### config.mk
export PLATFORM = sky130hd
export DESIGN_NAME = imm_decode_pipe
export DESIGN_NICKNAME = d
export VERILOG_FILES = /design/src/rtl/imm_decode_pipe.sv
export SDC_FILE = /design/constraint.sdc
export NUM_CORES = 1
export LEC_CHECK = 0
export ABC_AREA = 1
export CAP_MARGIN = 20
export CELL_PAD_IN_SITES_DETAIL_PLACEMENT = 1
export CELL_PAD_IN_SITES_GLOBAL_PLACEMENT = 1
export CORE_MARGIN = 4
export CORE_UTILIZATION = 49
export DETAILED_ROUTE_END_ITERATION = 7
export DONT_BUFFER_PORTS = 1
export PLACE_DENSITY_LB_ADDON = 0.1
export SKIP_CTS_REPAIR_TIMING = 1
export SLEW_MARGIN = 25
export SYNTH_ARGS = -nofsm -noshare
export SYNTH_HDL_FRONTEND = slang
export SYNTH_SLANG_ARGS = --single-unit
### constraint.sdc
create_clock -name i_clk -period 3.59 [get_ports i_clk]
set_input_delay 0.718 -clock i_clk [delete_from_list [all_inputs] [get_ports i_clk]]
set_output_delay 0.718 -clock i_clk [all_outputs]
set_load 0.05 [all_outputs]
### src/rtl/imm_decode_pipe.sv
// Two-stage decode-side immediate/target unit: S1 decodes format and immediate,
// S2 forms the PC-relative target and holds the outputs under valid/ready.
module imm_decode_pipe #(
  parameter int XLEN      = 32,
  parameter bit EN_ZICSR  = 1'b1,
  parameter bit EN_RV64OP = 1'b0
) (
  input  logic            i_clk,
  input  logic            i_rst_n,
  input  logic            i_flush,
  input  logic            i_valid,
  output logic            o_ready,
  input  logic [31:0]     i_inst,
  input  logic [XLEN-1:0] i_pc,
  output logic            o_valid,
  input  logic            i_ready,
  output logic [XLEN-1:0] o_immediate,
  output logic [XLEN-1:0] o_target,
  output logic [2:0]      o_fmt,
  output logic            o_illegal
);

  localparam logic [2:0] FMT_R    = 3'd0;
  localparam logic [2:0] FMT_I    = 3'd1;
  localparam logic [2:0] FMT_S    = 3'd2;
  localparam logic [2:0] FMT_B    = 3'd3;
  localparam logic [2:0] FMT_U    = 3'd4;
  localparam logic [2:0] FMT_J    = 3'd5;
  localparam logic [2:0] FMT_ZIMM = 3'd6;
  localparam logic [2:0] FMT_ILL  = 3'd7;

  localparam logic [6:0] OP_IMM    = 7'b0010011;
  localparam logic [6:0] OP_LOAD   = 7'b0000011;
  localparam logic [6:0] OP_JALR   = 7'b1100111;
  localparam logic [6:0] OP_STORE  = 7'b0100011;
  localparam logic [6:0] OP_BRANCH = 7'b1100011;
  localparam logic [6:0] OP_LUI    = 7'b0110111;
  localparam logic [6:0] OP_AUIPC  = 7'b0010111;
  localparam logic [6:0] OP_JAL    = 7'b1101111;
  localparam logic [6:0] OP_OP     = 7'b0110011;
  localparam logic [6:0] OP_SYSTEM = 7'b1110011;
  localparam logic [6:0] OP_IMM32  = 7'b0011011;

  localparam logic [XLEN-1:0] PC_STEP = {{(XLEN-3){1'b0}}, 3'd4};

  logic            s1_valid_q, s1_valid_d;
  logic [2:0]      s1_fmt_q, s1_fmt_d;
  logic [XLEN-1:0] s1_imm_q, s1_imm_d;
  logic [XLEN-1:0] s1_pc_q, s1_pc_d;
  logic            s1_rel_q, s1_rel_d;

  logic            s2_valid_q, s2_valid_d;
  logic [2:0]      fmt_q, fmt_d;
  logic [XLEN-1:0] imm_q, imm_d;
  logic [XLEN-1:0] target_q, target_d;
  logic            illegal_q, illegal_d;

  logic s1_move, retire, ready, accept;

  logic signed [11:0] raw_i, raw_s;
  logic signed [12:0] raw_b;
  logic signed [20:0] raw_j;
  logic signed [31:0] raw_u;
  logic [2:0]         dec_fmt;
  logic [XLEN-1:0]    dec_imm;
  logic               dec_rel;

  assign retire  = s2_valid_q & i_ready;
  assign s1_move = s1_valid_q & (~s2_valid_q | i_ready);
  assign ready   = ~s1_valid_q | s1_move;
  assign accept  = i_valid & ready;

  assign raw_i = i_inst[31:20];
  assign raw_s = {i_inst[31:25], i_inst[11:7]};
  assign raw_b = {i_inst[31], i_inst[7], i_inst[30:25], i_inst[11:8], 1'b0};
  assign raw_j = {i_inst[31], i_inst[19:12], i_inst[20], i_inst[30:21], 1'b0};
  assign raw_u = {i_inst[31:12], 12'b0};

  // dec_rel marks formats whose target is pc+imm rather than pc+4
  always_comb begin
    dec_fmt = FMT_R;
    dec_imm = '0;
    dec_rel = 1'b0;
    unique case (i_inst[6:0])
      OP_IMM, OP_LOAD, OP_JALR: begin
        dec_fmt = FMT_I;
        dec_imm = XLEN'(raw_i);
      end
      OP_STORE: begin
        dec_fmt = FMT_S;
        dec_imm = XLEN'(raw_s);
      end
      OP_BRANCH: begin
        dec_fmt = FMT_B;
        dec_imm = XLEN'(raw_b);
        dec_rel = 1'b1;
      end
      OP_LUI: begin
        dec_fmt = FMT_U;
        dec_imm = XLEN'(raw_u);
      end
      OP_AUIPC: begin
        dec_fmt = FMT_U;
        dec_imm = XLEN'(raw_u);
        dec_rel = 1'b1;
      end
      OP_JAL: begin
        dec_fmt = FMT_J;
        dec_imm = XLEN'(raw_j);
        dec_rel = 1'b1;
      end
      OP_OP: dec_fmt = FMT_R;
      OP_SYSTEM: begin
        if (EN_ZICSR && i_inst[14]) begin
          dec_fmt = FMT_ZIMM;
          dec_imm = XLEN'(i_inst[19:15]);
        end else begin
          dec_fmt = FMT_I;
          dec_imm = XLEN'(raw_i);
        end
      end
      OP_IMM32: begin
        if (EN_RV64OP && XLEN == 64) begin
          dec_fmt = FMT_I;
          dec_imm = XLEN'(raw_i);
        end else begin
          dec_fmt = FMT_ILL;
        end
      end
      default: dec_fmt = FMT_ILL;
    endcase
  end

  // Flush wins over any accept or transfer in the same cycle
  always_comb begin
    s1_valid_d = s1_valid_q;
    s1_fmt_d   = s1_fmt_q;
    s1_imm_d   = s1_imm_q;
    s1_pc_d    = s1_pc_q;
    s1_rel_d   = s1_rel_q;
    if (i_flush)      s1_valid_d = 1'b0;
    else if (accept)  s1_valid_d = 1'b1;
    else if (s1_move) s1_valid_d = 1'b0;
    if (accept) begin
      s1_fmt_d = dec_fmt;
      s1_imm_d = dec_imm;
      s1_pc_d  = i_pc;
      s1_rel_d = dec_rel;
    end
  end

  always_comb begin
    s2_valid_d = s2_valid_q;
    fmt_d      = fmt_q;
    imm_d      = imm_q;
    target_d   = target_q;
    illegal_d  = illegal_q;
    if (i_flush)      s2_valid_d = 1'b0;
    else if (s1_move) s2_valid_d = 1'b1;
    else if (retire)  s2_valid_d = 1'b0;
    if (s1_move) begin
      fmt_d     = s1_fmt_q;
      imm_d     = s1_imm_q;
      illegal_d = (s1_fmt_q == FMT_ILL);
      target_d  = s1_pc_q + (s1_rel_q ? s1_imm_q : PC_STEP);
    end
  end

  always_ff @(posedge i_clk or negedge i_rst_n) begin
    if (!i_rst_n) begin
      s1_valid_q <= 1'b0;
      s1_fmt_q   <= '0;
      s1_imm_q   <= '0;
      s1_pc_q    <= '0;
      s1_rel_q   <= 1'b0;
      s2_valid_q <= 1'b0;
      fmt_q      <= '0;
      imm_q      <= '0;
      target_q   <= '0;
      illegal_q  <= 1'b0;
    end else begin
      s1_valid_q <= s1_valid_d;
      s1_fmt_q   <= s1_fmt_d;
      s1_imm_q   <= s1_imm_d;
      s1_pc_q    <= s1_pc_d;
      s1_rel_q   <= s1_rel_d;
      s2_valid_q <= s2_valid_d;
      fmt_q      <= fmt_d;
      imm_q      <= imm_d;
      target_q   <= target_d;
      illegal_q  <= illegal_d;
    end
  end

  assign o_ready     = ready;
  assign o_valid     = s2_valid_q;
  assign o_immediate = imm_q;
  assign o_target    = target_q;
  assign o_fmt       = fmt_q;
  assign o_illegal   = illegal_q;

endmodule

==> reports/metrics.yaml <==
wl_per_cell_um: 18.0
ir_drop_mv: 0.345
grt_pass1_wl_um: 43200
power_frac_seq_pct: 48.6
max_slew_margin_pct: 48.9
clock_sinks: 138
path_clk_slew_ns: 0.07
drt-total-wl_um: 26200
slew_violations: 0
synth_top_area_share_pct: 41.6
synth_compound_area_share_pct: 6.32
antenna_cells: 0
cp_top_family: "simple AND/OR/NAND/NOR gates"
synth_area_um2: 8310
synthArstFlopShare_pct: 100
num_rows: 47
dieArea_um2: 19100
die_w_um: 138
synthSimpleGateAreaFrac_pct: 35.7
layout_min_cycle_time_ns: 2.75
synth-edff-count: 0
ys_top_cells_by_area: "dfrtp_1 42%, nand2_1 26%, inv_1 7.7%"
rsz0062_at_grt: "no"
numCtsBuffers: 17
hold_ws_ns: -0.0329
power_per_cell_area_nw_per_um2: 481
fin_crit_sh_pct: 76.7
path_common_cell: "nand3_1"
worst_slew_pin_slew_ns: 0.762
max_freq_ghz: 0.363
slowest_stage: "dfrtp_2"
cp-start-kind: "register"
synth.area.mux_share_pct: 0
route.detailed.drc: 0
worst-path-buf-inv: 1
violations: "hold timing"
fin_setup_tns_ns: 0
io_pins: 139
synth_xor_area_share_pct: 1.69
pre_cts_slack_ns: 0.606
gp_congestion: 0.948
fin_nets: 1329
drt-initial-drc-count: 447
clock-skew-final_ns: 0.00895
ant_nets: 0
clk_latency_ns: 0.44
synth_top_family_by_area: "simple AND/OR/NAND/NOR gates"
cts_buffer_depth: 2
path_cells: "nand2_1, inv_1, ha_1, fa_1, nand3_1, nand3_1, nand3_1, nand3_1, nand2_1, nand3_1, nand3_1, nand2_1"
p_comb_share_pct: 10.2
overflow: 0
syn_avg_cell_area_um2: 6.73
critPathMaxFanout: 33
htreeDepth: 4
layout-drive-gt1-share_pct: 4.52
fillers: 2230
maxCapViolations: 0
start_util_pct: 50.1
hpwl_um: 19600
setup_viol: 0
viasPerCell: 5.32
vias: 7762
switchingPower_uw: 1540
synth.distinct_cells: 30
pwr-share-clk_pct: 41.2
p_int_uw: 2840
grtUsageTotal_pct: 28.2
critical_path_arrival_ns: 3.08
crit_type: "reg -> reg"
die_y_um: 138
dr.pass1.iters: 5
syn_inst: 1235
swShare_pct: 35.2
power.leakage_uw: 0.00534
final_cells: 1460
yosys_warnings: 0
synthAdderAreaFrac_pct: 5.06
core_um2: 16600
synth_ff_type: "dfrtp_1"
critical_path.max_stage_delay_ns: 0.64
port-buffer-count: 0
synth-seq-cells: 138
root_buffer: "clkbuf_16"
min_path_type: "in -> async"
synth_top_cell_by_area: "dfrtp_1"
dp_cells: 1428
syn2layout_area_growth_pct: 9.74
finalWorstSetupSlack_ns: 0.837
grt_start_max_net_pins: 139
first_global_vias: 8227
endpoint_kind: "register"
synth_nets: 1337
antenna_found_initial: 0
cp.required_ns: 3.91
cts_tree: "done"
yosysSeqAreaShare_pct: 41.6
outcome: "finished with violations"
hold_violations: 38
-- layout make-up --
type | count | area [um^2] | area share (%)
sequential | 138 | 3450 | 37.9
multi-input combinational | 886 | 4060 | 44.5
clock buffer | 18 | 439 | 4.82
inverter | 176 | 661 | 7.24
timing repair buffer | 8 | 72.6 | 0.796
clock inverter | 14 | 158 | 1.73
tap | 220 | 275 | 3.02
-- synth_stat cells, types with 7 or more instances --
| cell | n |
|---|---|
| a21oi_1 | 25 |
| buf_2 | 10 |
| clkbuf_1 | 25 |
| dfrtp_1 | 138 |
| ha_1 | 32 |
| inv_1 | 171 |
| nand2_1 | 586 |
| nand3_1 | 69 |
| nand4_1 | 15 |
| nor2_1 | 51 |
| nor3_1 | 7 |
| o21ai_0 | 48 |
| o21ai_1 | 12 |
| xnor2_1 | 14 |
-- worst paths after layout --
check                                   startpoint  cells past startpoint  slack (ns)                        to
max                           s1_rel_q$_DFFE_PN0P_                     12        0.84  o_target[28]$_DFFE_PN0P_
min                                        i_rst_n                      0       -0.03  o_target[11]$_DFFE_PN0P_
max reg2reg                   s1_rel_q$_DFFE_PN0P_                     12        0.84  o_target[28]$_DFFE_PN0P_
min reg2reg                s1_pc_q[24]$_DFFE_PN0P_                      2        0.49   s1_pc_q[24]$_DFFE_PN0P_
max in group asynchronous                  i_rst_n                      0        3.36      s1_rel_q$_DFFE_PN0P_
min in group i_clk                         i_flush                      1        0.34       o_valid$_DFFE_PN0P_
-- power by group through the flow --
stage | sequential, uW | combinational [uW] | clock, uW
after global routing | 2150 | 513 | 1910
after floorplan | 2110 | 341 | 0
after CTS | 2140 | 451 | 1820
after global placement | 2160 | 429 | 0
final | 2130 | 448 | 1810
after detailed placement | 2160 | 445 | 0
-- worst reg2reg max path: stages (launching register included) --
cell	delay (ns)
dfrtp_2	0.64
nand2_1	0.17
inv_1	0.06
ha_1	0.23
fa_1	0.50
nand3_1	0.13
nand3_1	0.18
nand3_1	0.13
nand3_1	0.18
nand2_1	0.15
nand3_1	0.08
nand3_1	0.11
nand2_1	0.07
-- sequential cells by signal, indices dropped and copies added (netlist names), 3 cells and up --
register	count
o_fmt	3
o_immediate	32
o_target	32
s1_fmt_q	3
s1_imm_q	32
s1_pc_q	32
-- cells in the final DEF, fill, tap and decap left out, types with 2 or more instances in the layout --
| cell type | instances |
|---|---|
| nand3_1 | 69 |
| xnor2_1 | 14 |
| o21ai_0 | 48 |
| buf_4 | 7 |
| o21ai_2 | 3 |
| inv_1 | 170 |
| clkbuf_16 | 17 |
| inv_8 | 4 |
| clkinvlp_4 | 3 |
| nor2_1 | 51 |
| o21bai_1 | 3 |
| o211ai_1 | 5 |
| nor3_4 | 2 |
| nand2_1 | 585 |
| inv_2 | 5 |
| inv_6 | 2 |
| o21ai_1 | 12 |
| ha_1 | 32 |
| a21oi_1 | 25 |
| nand3b_1 | 4 |
| xor2_1 | 2 |
| dfrtp_1 | 137 |
| nor3_1 | 7 |
| clkinv_4 | 3 |
| nand4_1 | 15 |
-- through the flow --
step | total power, uW | utilization [%] | area [um^2]
floorplan | 2450 | - | 8310
global placement | 2590 | 51.4 | 8520
detailed placement | 2610 | 51.4 | 8520
CTS | 4410 | 55.0 | 9120
global route | 4580 | 55.0 | 9120
finish | 4390 | 55.0 | 9120
-- metal layers --
layer | wire, um | vias up | part of all wire, % | global-route usage, %
li1 | - | 3768 | - | -
met1 | 11600 | 3777 | 44 | 36.1
met2 | 12600 | 177 | 48 | 47.1
met3 | 1520 | 40 | 5.8 | 7.91
met4 | 575 | 0 | 2.2 | 7.80
met5 | 0 | - | 0 | 0
-- cells by family (layout without fill, tap and decap cells) --
family / after synthesis / in the layout
adder cells (fa/ha/maj): 33 / 33
AO/OA/AOI/OAI: 98 / 98
buffers and inverters: 211 / 216
flip-flops: 138 / 138
XOR/XNOR: 16 / 16
AND/OR/NAND/NOR: 739 / 739
(Power assumes the default switching activity.)
